[config.mk]
export PLATFORM = sky130hd
export DESIGN_NAME = axis_param_scheduler
export DESIGN_NICKNAME = d
export VERILOG_FILES = /design/src/rtl/axis_param_scheduler.sv
export SDC_FILE = /design/constraint.sdc
export NUM_CORES = 1
export LEC_CHECK = 0
export ABC_AREA = 1
export BUFFER_PORTS_ARGS = -buffer_cell sky130_fd_sc_hd__buf_2
export CAP_MARGIN = 20
export CORE_AREA = 2 2 433 435
export CTS_CLUSTER_SIZE = 8
export DETAILED_ROUTE_END_ITERATION = 7
export DIE_AREA = 0 0 435 437
export GPL_TIMING_DRIVEN = 0
export PLACE_DENSITY = 0.48
export REMOVE_ABC_BUFFERS = 1
export SKIP_LAST_GASP = 1
export SYNTH_ARGS = -nofsm -noshare
export SYNTH_HDL_FRONTEND = slang
export SYNTH_SLANG_ARGS = --single-unit
export TNS_END_PERCENT = 1
[constraint.sdc]
create_clock -name clk -period 6.4 [get_ports clk]
set_input_delay 1.92 -clock clk [delete_from_list [all_inputs] [get_ports clk]]
set_output_delay 1.92 -clock clk [all_outputs]
set_load 0.05 [all_outputs]
[src/rtl/axis_param_scheduler.sv]
// Round-robin scheduler that time-shares one parameter calculator
// among NAXES axis channels and banks each axis's latest result.
module axis_param_scheduler #(
  parameter int NAXES    = 4,
  parameter int CALC_LAT = 2
) (
  input  logic                         clk,
  input  logic                         reset,
  input  logic [NAXES-1:0]             req,
  input  logic [NAXES-1:0][31:0]       axis_steps,
  output logic [4:0][31:0]             calc_params,
  output logic                         calc_start,
  input  logic [4:0][31:0]             calc_new_par,
  output logic [NAXES-1:0][4:0][31:0]  axis_par,
  output logic [NAXES-1:0]             axis_valid,
  output logic                         busy,
  output logic                         done
);

  localparam int PW = (NAXES > 1) ? $clog2(NAXES) : 1;
  localparam int WW = (CALC_LAT > 0) ? $clog2(CALC_LAT + 1) : 1;

  localparam logic [1:0] IDLE  = 2'd0;
  localparam logic [1:0] LOAD  = 2'd1;
  localparam logic [1:0] WAIT  = 2'd2;
  localparam logic [1:0] STORE = 2'd3;

  logic [1:0]                     state_q, state_d;
  logic [NAXES-1:0]               pending_q, pending_d;
  logic [PW-1:0]                  rr_ptr_q, rr_ptr_d;
  logic [PW-1:0]                  sel_q, sel_d;
  logic [WW-1:0]                  wait_q, wait_d;
  logic [NAXES-1:0][31:0]         steps_q, steps_d;
  logic [NAXES-1:0][4:0][31:0]    par_q, par_d;
  logic [NAXES-1:0]               valid_q, valid_d;
  logic [31:0]                    n_q, n_d;
  logic                           done_q, done_d;

  logic [PW-1:0] nxt_ptr;
  logic [PW-1:0] arb_start;
  logic [PW-1:0] arb_idx;
  logic          arb_found;
  logic [31:0]   sel_steps;

  assign nxt_ptr   = (sel_q == PW'(NAXES - 1)) ? '0 : sel_q + PW'(1);
  assign arb_start = (state_q == STORE) ? nxt_ptr : rr_ptr_q;

  always_comb begin
    int j;
    j         = 0;
    arb_found = 1'b0;
    arb_idx   = '0;
    for (int k = 0; k < NAXES; k++) begin
      j = int'(arb_start) + k;
      if (j >= NAXES) j = j - NAXES;
      if (!arb_found && pending_q[j]) begin
        arb_found = 1'b1;
        arb_idx   = PW'(j);
      end
    end
  end

  // A request landing in the arbitration cycle must reach the calculator
  assign sel_steps = req[arb_idx] ? axis_steps[arb_idx]
                                  : steps_q[arb_idx];

  always_comb begin
    state_d   = state_q;
    pending_d = pending_q;
    rr_ptr_d  = rr_ptr_q;
    sel_d     = sel_q;
    wait_d    = wait_q;
    steps_d   = steps_q;
    par_d     = par_q;
    valid_d   = valid_q;
    n_d       = n_q;
    done_d    = 1'b0;

    unique case (state_q)
      IDLE: begin
        if (arb_found) begin
          sel_d   = arb_idx;
          n_d     = sel_steps;
          state_d = LOAD;
        end
      end
      LOAD: begin
        pending_d[sel_q] = 1'b0;
        wait_d           = WW'(CALC_LAT - 1);
        state_d          = WAIT;
      end
      WAIT: begin
        if (wait_q == '0) state_d = STORE;
        else              wait_d  = wait_q - WW'(1);
      end
      STORE: begin
        if (!pending_q[sel_q]) begin
          par_d[sel_q]   = calc_new_par;
          valid_d[sel_q] = 1'b1;
        end
        rr_ptr_d = nxt_ptr;
        if (arb_found) begin
          sel_d   = arb_idx;
          n_d     = sel_steps;
          state_d = LOAD;
        end else begin
          state_d = IDLE;
          done_d  = 1'b1;
        end
      end
      default: state_d = IDLE;
    endcase

    // New requests override any clear or store decided above
    for (int i = 0; i < NAXES; i++) begin
      if (req[i]) begin
        steps_d[i]   = axis_steps[i];
        pending_d[i] = 1'b1;
        valid_d[i]   = 1'b0;
      end
    end
  end

  always_ff @(posedge clk or negedge reset) begin
    if (!reset) begin
      state_q   <= IDLE;
      pending_q <= '0;
      rr_ptr_q  <= '0;
      sel_q     <= '0;
      wait_q    <= '0;
      steps_q   <= '0;
      par_q     <= '0;
      valid_q   <= '0;
      n_q       <= '0;
      done_q    <= 1'b0;
    end else begin
      state_q   <= state_d;
      pending_q <= pending_d;
      rr_ptr_q  <= rr_ptr_d;
      sel_q     <= sel_d;
      wait_q    <= wait_d;
      steps_q   <= steps_d;
      par_q     <= par_d;
      valid_q   <= valid_d;
      n_q       <= n_d;
      done_q    <= done_d;
    end
  end

  assign calc_params[0]   = n_q;
  assign calc_params[4:1] = '0;
  assign calc_start       = (state_q == LOAD);
  assign axis_par         = par_q;
  assign axis_valid       = valid_q;
  assign busy             = (state_q != IDLE);
  assign done             = done_q;

endmodule

==> flow_metrics.env <==
export IMPL_viasPerCell=3.99
export IMPL_synth_flop_cell="dfrtp_1"
export IMPL_synthTopCellsByArea="dfrtp_1 (61%), nand2_1 (16%), o21ai_0 (9.7%)"
export IMPL_syn_avg_cell_area_sq_um=8.90
export IMPL_die_area_sq_um=190000
export IMPL_ios=1101
export IMPL_initial_core_util=0.182
export IMPL_cts_tree="built"
export IMPL_dr_pass1_iters=6
export IMPL_status="finished clean"
export IMPL_hp_class="reg -> reg"
export IMPL_cts_sinks=817
export IMPL_io_buffers=972
export IMPL_p_total_mw=24.0
export IMPL_synth_yosys_seq_area_share=0.606
export IMPL_grt_max_degree=132
export IMPL_grt_setup_unrepaired="no"
export IMPL_synth_edff_count=0
export IMPL_cts_clk_slew_worst_paths_ns=0.05
export IMPL_hold_viol=0
export IMPL_worst_skew_pair_late_latency_ns=0.78
export IMPL_crit_buf_inv=1
export IMPL_grt_pass1_vias=27500
export IMPL_cts_buffer_depth=3
export IMPL_place_hpwl_um=96200
export IMPL_fin_hold_ws_ns=0.466
export IMPL_rows=158
export IMPL_crit_top_cell="nand2_1"
export IMPL_netlist_instances=3788
export IMPL_gr_total_overflow=0
export IMPL_crit_path_start_kind="flip-flop"
export IMPL_async_reset_ff_frac=1.00
export IMPL_gp_congestion=0.868
export IMPL_synth_warnings=0
export IMPL_fin_skew_ns=0.0889
export IMPL_yosysTopAreaCell="dfrtp_1"
export IMPL_die_w_um=435
export IMPL_cp_startpoint="state_q[0]"
export IMPL_reg2reg_slack_ns=1.07
export IMPL_synthesis_area_sq_um=33700
export IMPL_slowest_delay_ns=0.80
export IMPL_cts_hold_buf=0
export IMPL_syn2layout_area_growth_pct=31.4
export IMPL_drv_cap=0
export IMPL_drtIter0Drc=2035
export IMPL_final_layout_size_suffix_gt1_frac=0.249
export IMPL_vdd_drop_max_mv=0.291
export IMPL_min_period_over_period=0.833
export IMPL_max_freq_ghz=0.188
export IMPL_hold_path_startpoint="steps_q[102]"
export IMPL_htreeDepth=3
export IMPL_crit_family="simple AND/OR/NAND/NOR gates"
export IMPL_cts_resized=0
export IMPL_finalCriticalPeriod_ns=5.33
export IMPL_synth_distinct_cells=26
export IMPL_crit_arrival_ns=5.90
export IMPL_synth_top_area_share=0.606
export IMPL_drv_slew=0
export IMPL_path_cells="ha_1 > nand2_2 > nand2_2 > nand2_1 > nand2_1 > nand2_1 > nand2_2 > nand4_4 > nand2_8 > buf_16 > nand2_8 > nand2_1 > nand3_1 > nand2_2 > nand2_1 > nand3_1 > nand2_1"
export IMPL_critPathKind="reg -> reg"
export IMPL_cts_setup_buffers=0
export IMPL_grt_pass1_wl_um=194000
export IMPL_numCtsBuffers=115
export IMPL_routedWlPerCell_um=18.7
export IMPL_layout_nets=4971
export IMPL_worst_slew_pin_slew_ns=1.16
export IMPL_dieHeight_um=437
export IMPL_end_kind="flip-flop"
export IMPL_p_per_area_nw_per_um2=543
export IMPL_utilization=0.239
export IMPL_routed_wl_um=134000
export IMPL_rr_startpoint="state_q[0]"
export IMPL_grt_use_total=0.136
export IMPL_path_max_fanout=131
export IMPL_slowest_stage="nand2_2"
export IMPL_root_buffer="clkbuf_16"
export IMPL_power_leakage_nw=22.7
export IMPL_timing_slew_headroom=0.225
export IMPL_setup_violations_final=0
export IMPL_core_area_sq_um=185000
export IMPL_cp_required_ns=6.97
export IMPL_drtAntennaViolNets=0
export IMPL_num_vias=28700
export IMPL_ys_ff_latch=817
export IMPL_antenna_found_initial=68
export IMPL_drc=0
## area by class of cell
cell class / instances / area (sq um)
timing repair buffer: 1003 / 5700
inverter: 187 / 711
clock inverter: 11 / 273
sequential: 817 / 20400
clock buffer: 126 / 2960
antenna: 23 / 57.6
fill: 20400 / 141000
multi-input combinational: 2543 / 11000
tap: 2480 / 3100
## placed cells by master (no fill, tap or decap)
cell | Yosys | layout
nand2_1 | 1401 | 1401
inv_1 | 181 | 181
buf_8 | 0 | 1
buf_12 | 0 | 4
or2_2 | 1 | 1
nor2_2 | 3 | 2
nand4_4 | 1 | 1
buf_16 | 0 | 27
clkbuf_8 | 0 | 4
clkbuf_16 | 0 | 115
o21ai_0 | 650 | 650
nor2_1 | 6 | 6
o22ai_1 | 1 | 1
a21oi_1 | 8 | 8
clkinv_2 | 0 | 6
conb_1 | 1 | 128
clkbuf_1 | 143 | 7
dfrtp_1 | 817 | 817
clkinvlp_4 | 0 | 1
nor3_1 | 1 | 1
nor2_4 | 0 | 1
a21oi_4 | 0 | 1
nand4_1 | 1 | 1
ha_1 | 10 | 10
buf_2 | 32 | 971
clkinv_16 | 0 | 6
bufinv_16 | 0 | 2
nand2_2 | 12 | 11
inv_4 | 1 | 1
nand3_4 | 0 | 5
nand3_1 | 314 | 310
nand2_8 | 0 | 2
nand2_4 | 2 | 1
nand3_2 | 3 | 2
inv_16 | 0 | 1
diode_2 | 0 | 23
## power by group
| part | leakage, nW | switching (mW) | internal (mW) |
|---|---|---|---|
| Combinational | 12.2 | 8.63 | 2.18 |
| Sequential | 8.90 | 0.830 | 6.74 |
| Clock | 1.56 | 2.35 | 3.31 |
## through the flow
step           setup TNS [ns]  worst slack (ns)  area (sq um)  cells
2_1_floorplan         -253.71            -0.396         32100   3547
3_3_place_gp                -            -15.41         40100   6999
3_5_place_dp                0             0.616         41000   7030
4_1_cts                     0              1.07         44200   7167
5_1_grt                     0             0.726         44300   7188
6_report                    0              1.07         44300   7190
## kinds of logic after synthesis
kind of cell	count (synthesis)	synth area share
adder cells (fa/ha/maj)	10	0.00371
other	1	0.000111
flip-flops	817	0.606
AND/OR/NAND/NOR	1745	0.209
buffers and inverters	555	0.0828
AO/OA/AOI/OAI	660	0.0981
## layer usage
| metal | vias to the layer above | GRT usage | share of wire |
|---|---|---|---|
| met4 | 56 | 0.0481 | 0.035 |
| met5 | - | 0 | 0.0028 |
| met2 | 1043 | 0.243 | 0.51 |
| met1 | 13700 | 0.156 | 0.38 |
| met3 | 283 | 0.0355 | 0.066 |
| li1 | 13600 | - | - |
## state kept, by name, summed over array words and instances (netlist names), 2 cells and up
signal	cells
axis_valid	4
state_q	2
sel_q	2
rr_ptr_q	2
wait_q	2
pending_q	4
n_q	32
steps_q	128
axis_par	640
## synth_stat cells, types with 2 or more instances
library cell / count
o21ai_0: 650
nor2_1: 6
clkinv_1: 5
a21oi_1: 8
buf_6: 15
nand3_2: 3
nand2_1: 1401
nand2_2: 12
dfrtp_1: 817
buf_4: 147
clkbuf_1: 143
buf_1: 31
nor2_2: 3
nand3_1: 314
nand2_4: 2
inv_1: 181
buf_2: 32
ha_1: 10
## worst register-to-register path, stage by stage, from the launching register on
cell and delay (ns):
dfrtp_1 0.39, ha_1 0.60, nand2_2 0.27, nand2_2 0.29, nand2_1 0.08, nand2_1 0.10
nand2_1 0.07, nand2_2 0.15, nand4_4 0.17, nand2_8 0.11, buf_16 0.36, nand2_8 0.94
nand2_1 0.30, nand3_1 0.12, nand2_2 0.80, nand2_1 0.13, nand3_1 0.25, nand2_1 0.09
## final timing paths
kind / end / depth (start not counted)
hold / removal: steps_q[102] / 2
hold reg to reg: steps_q[102] / 2
setup reg to reg: n_q[20] / 17
min in group asynchronous: steps_q[115] / 1
max in group asynchronous: axis_par[408] / 5
setup / recovery: n_q[20] / 17
(Power assumes the default switching activity.)
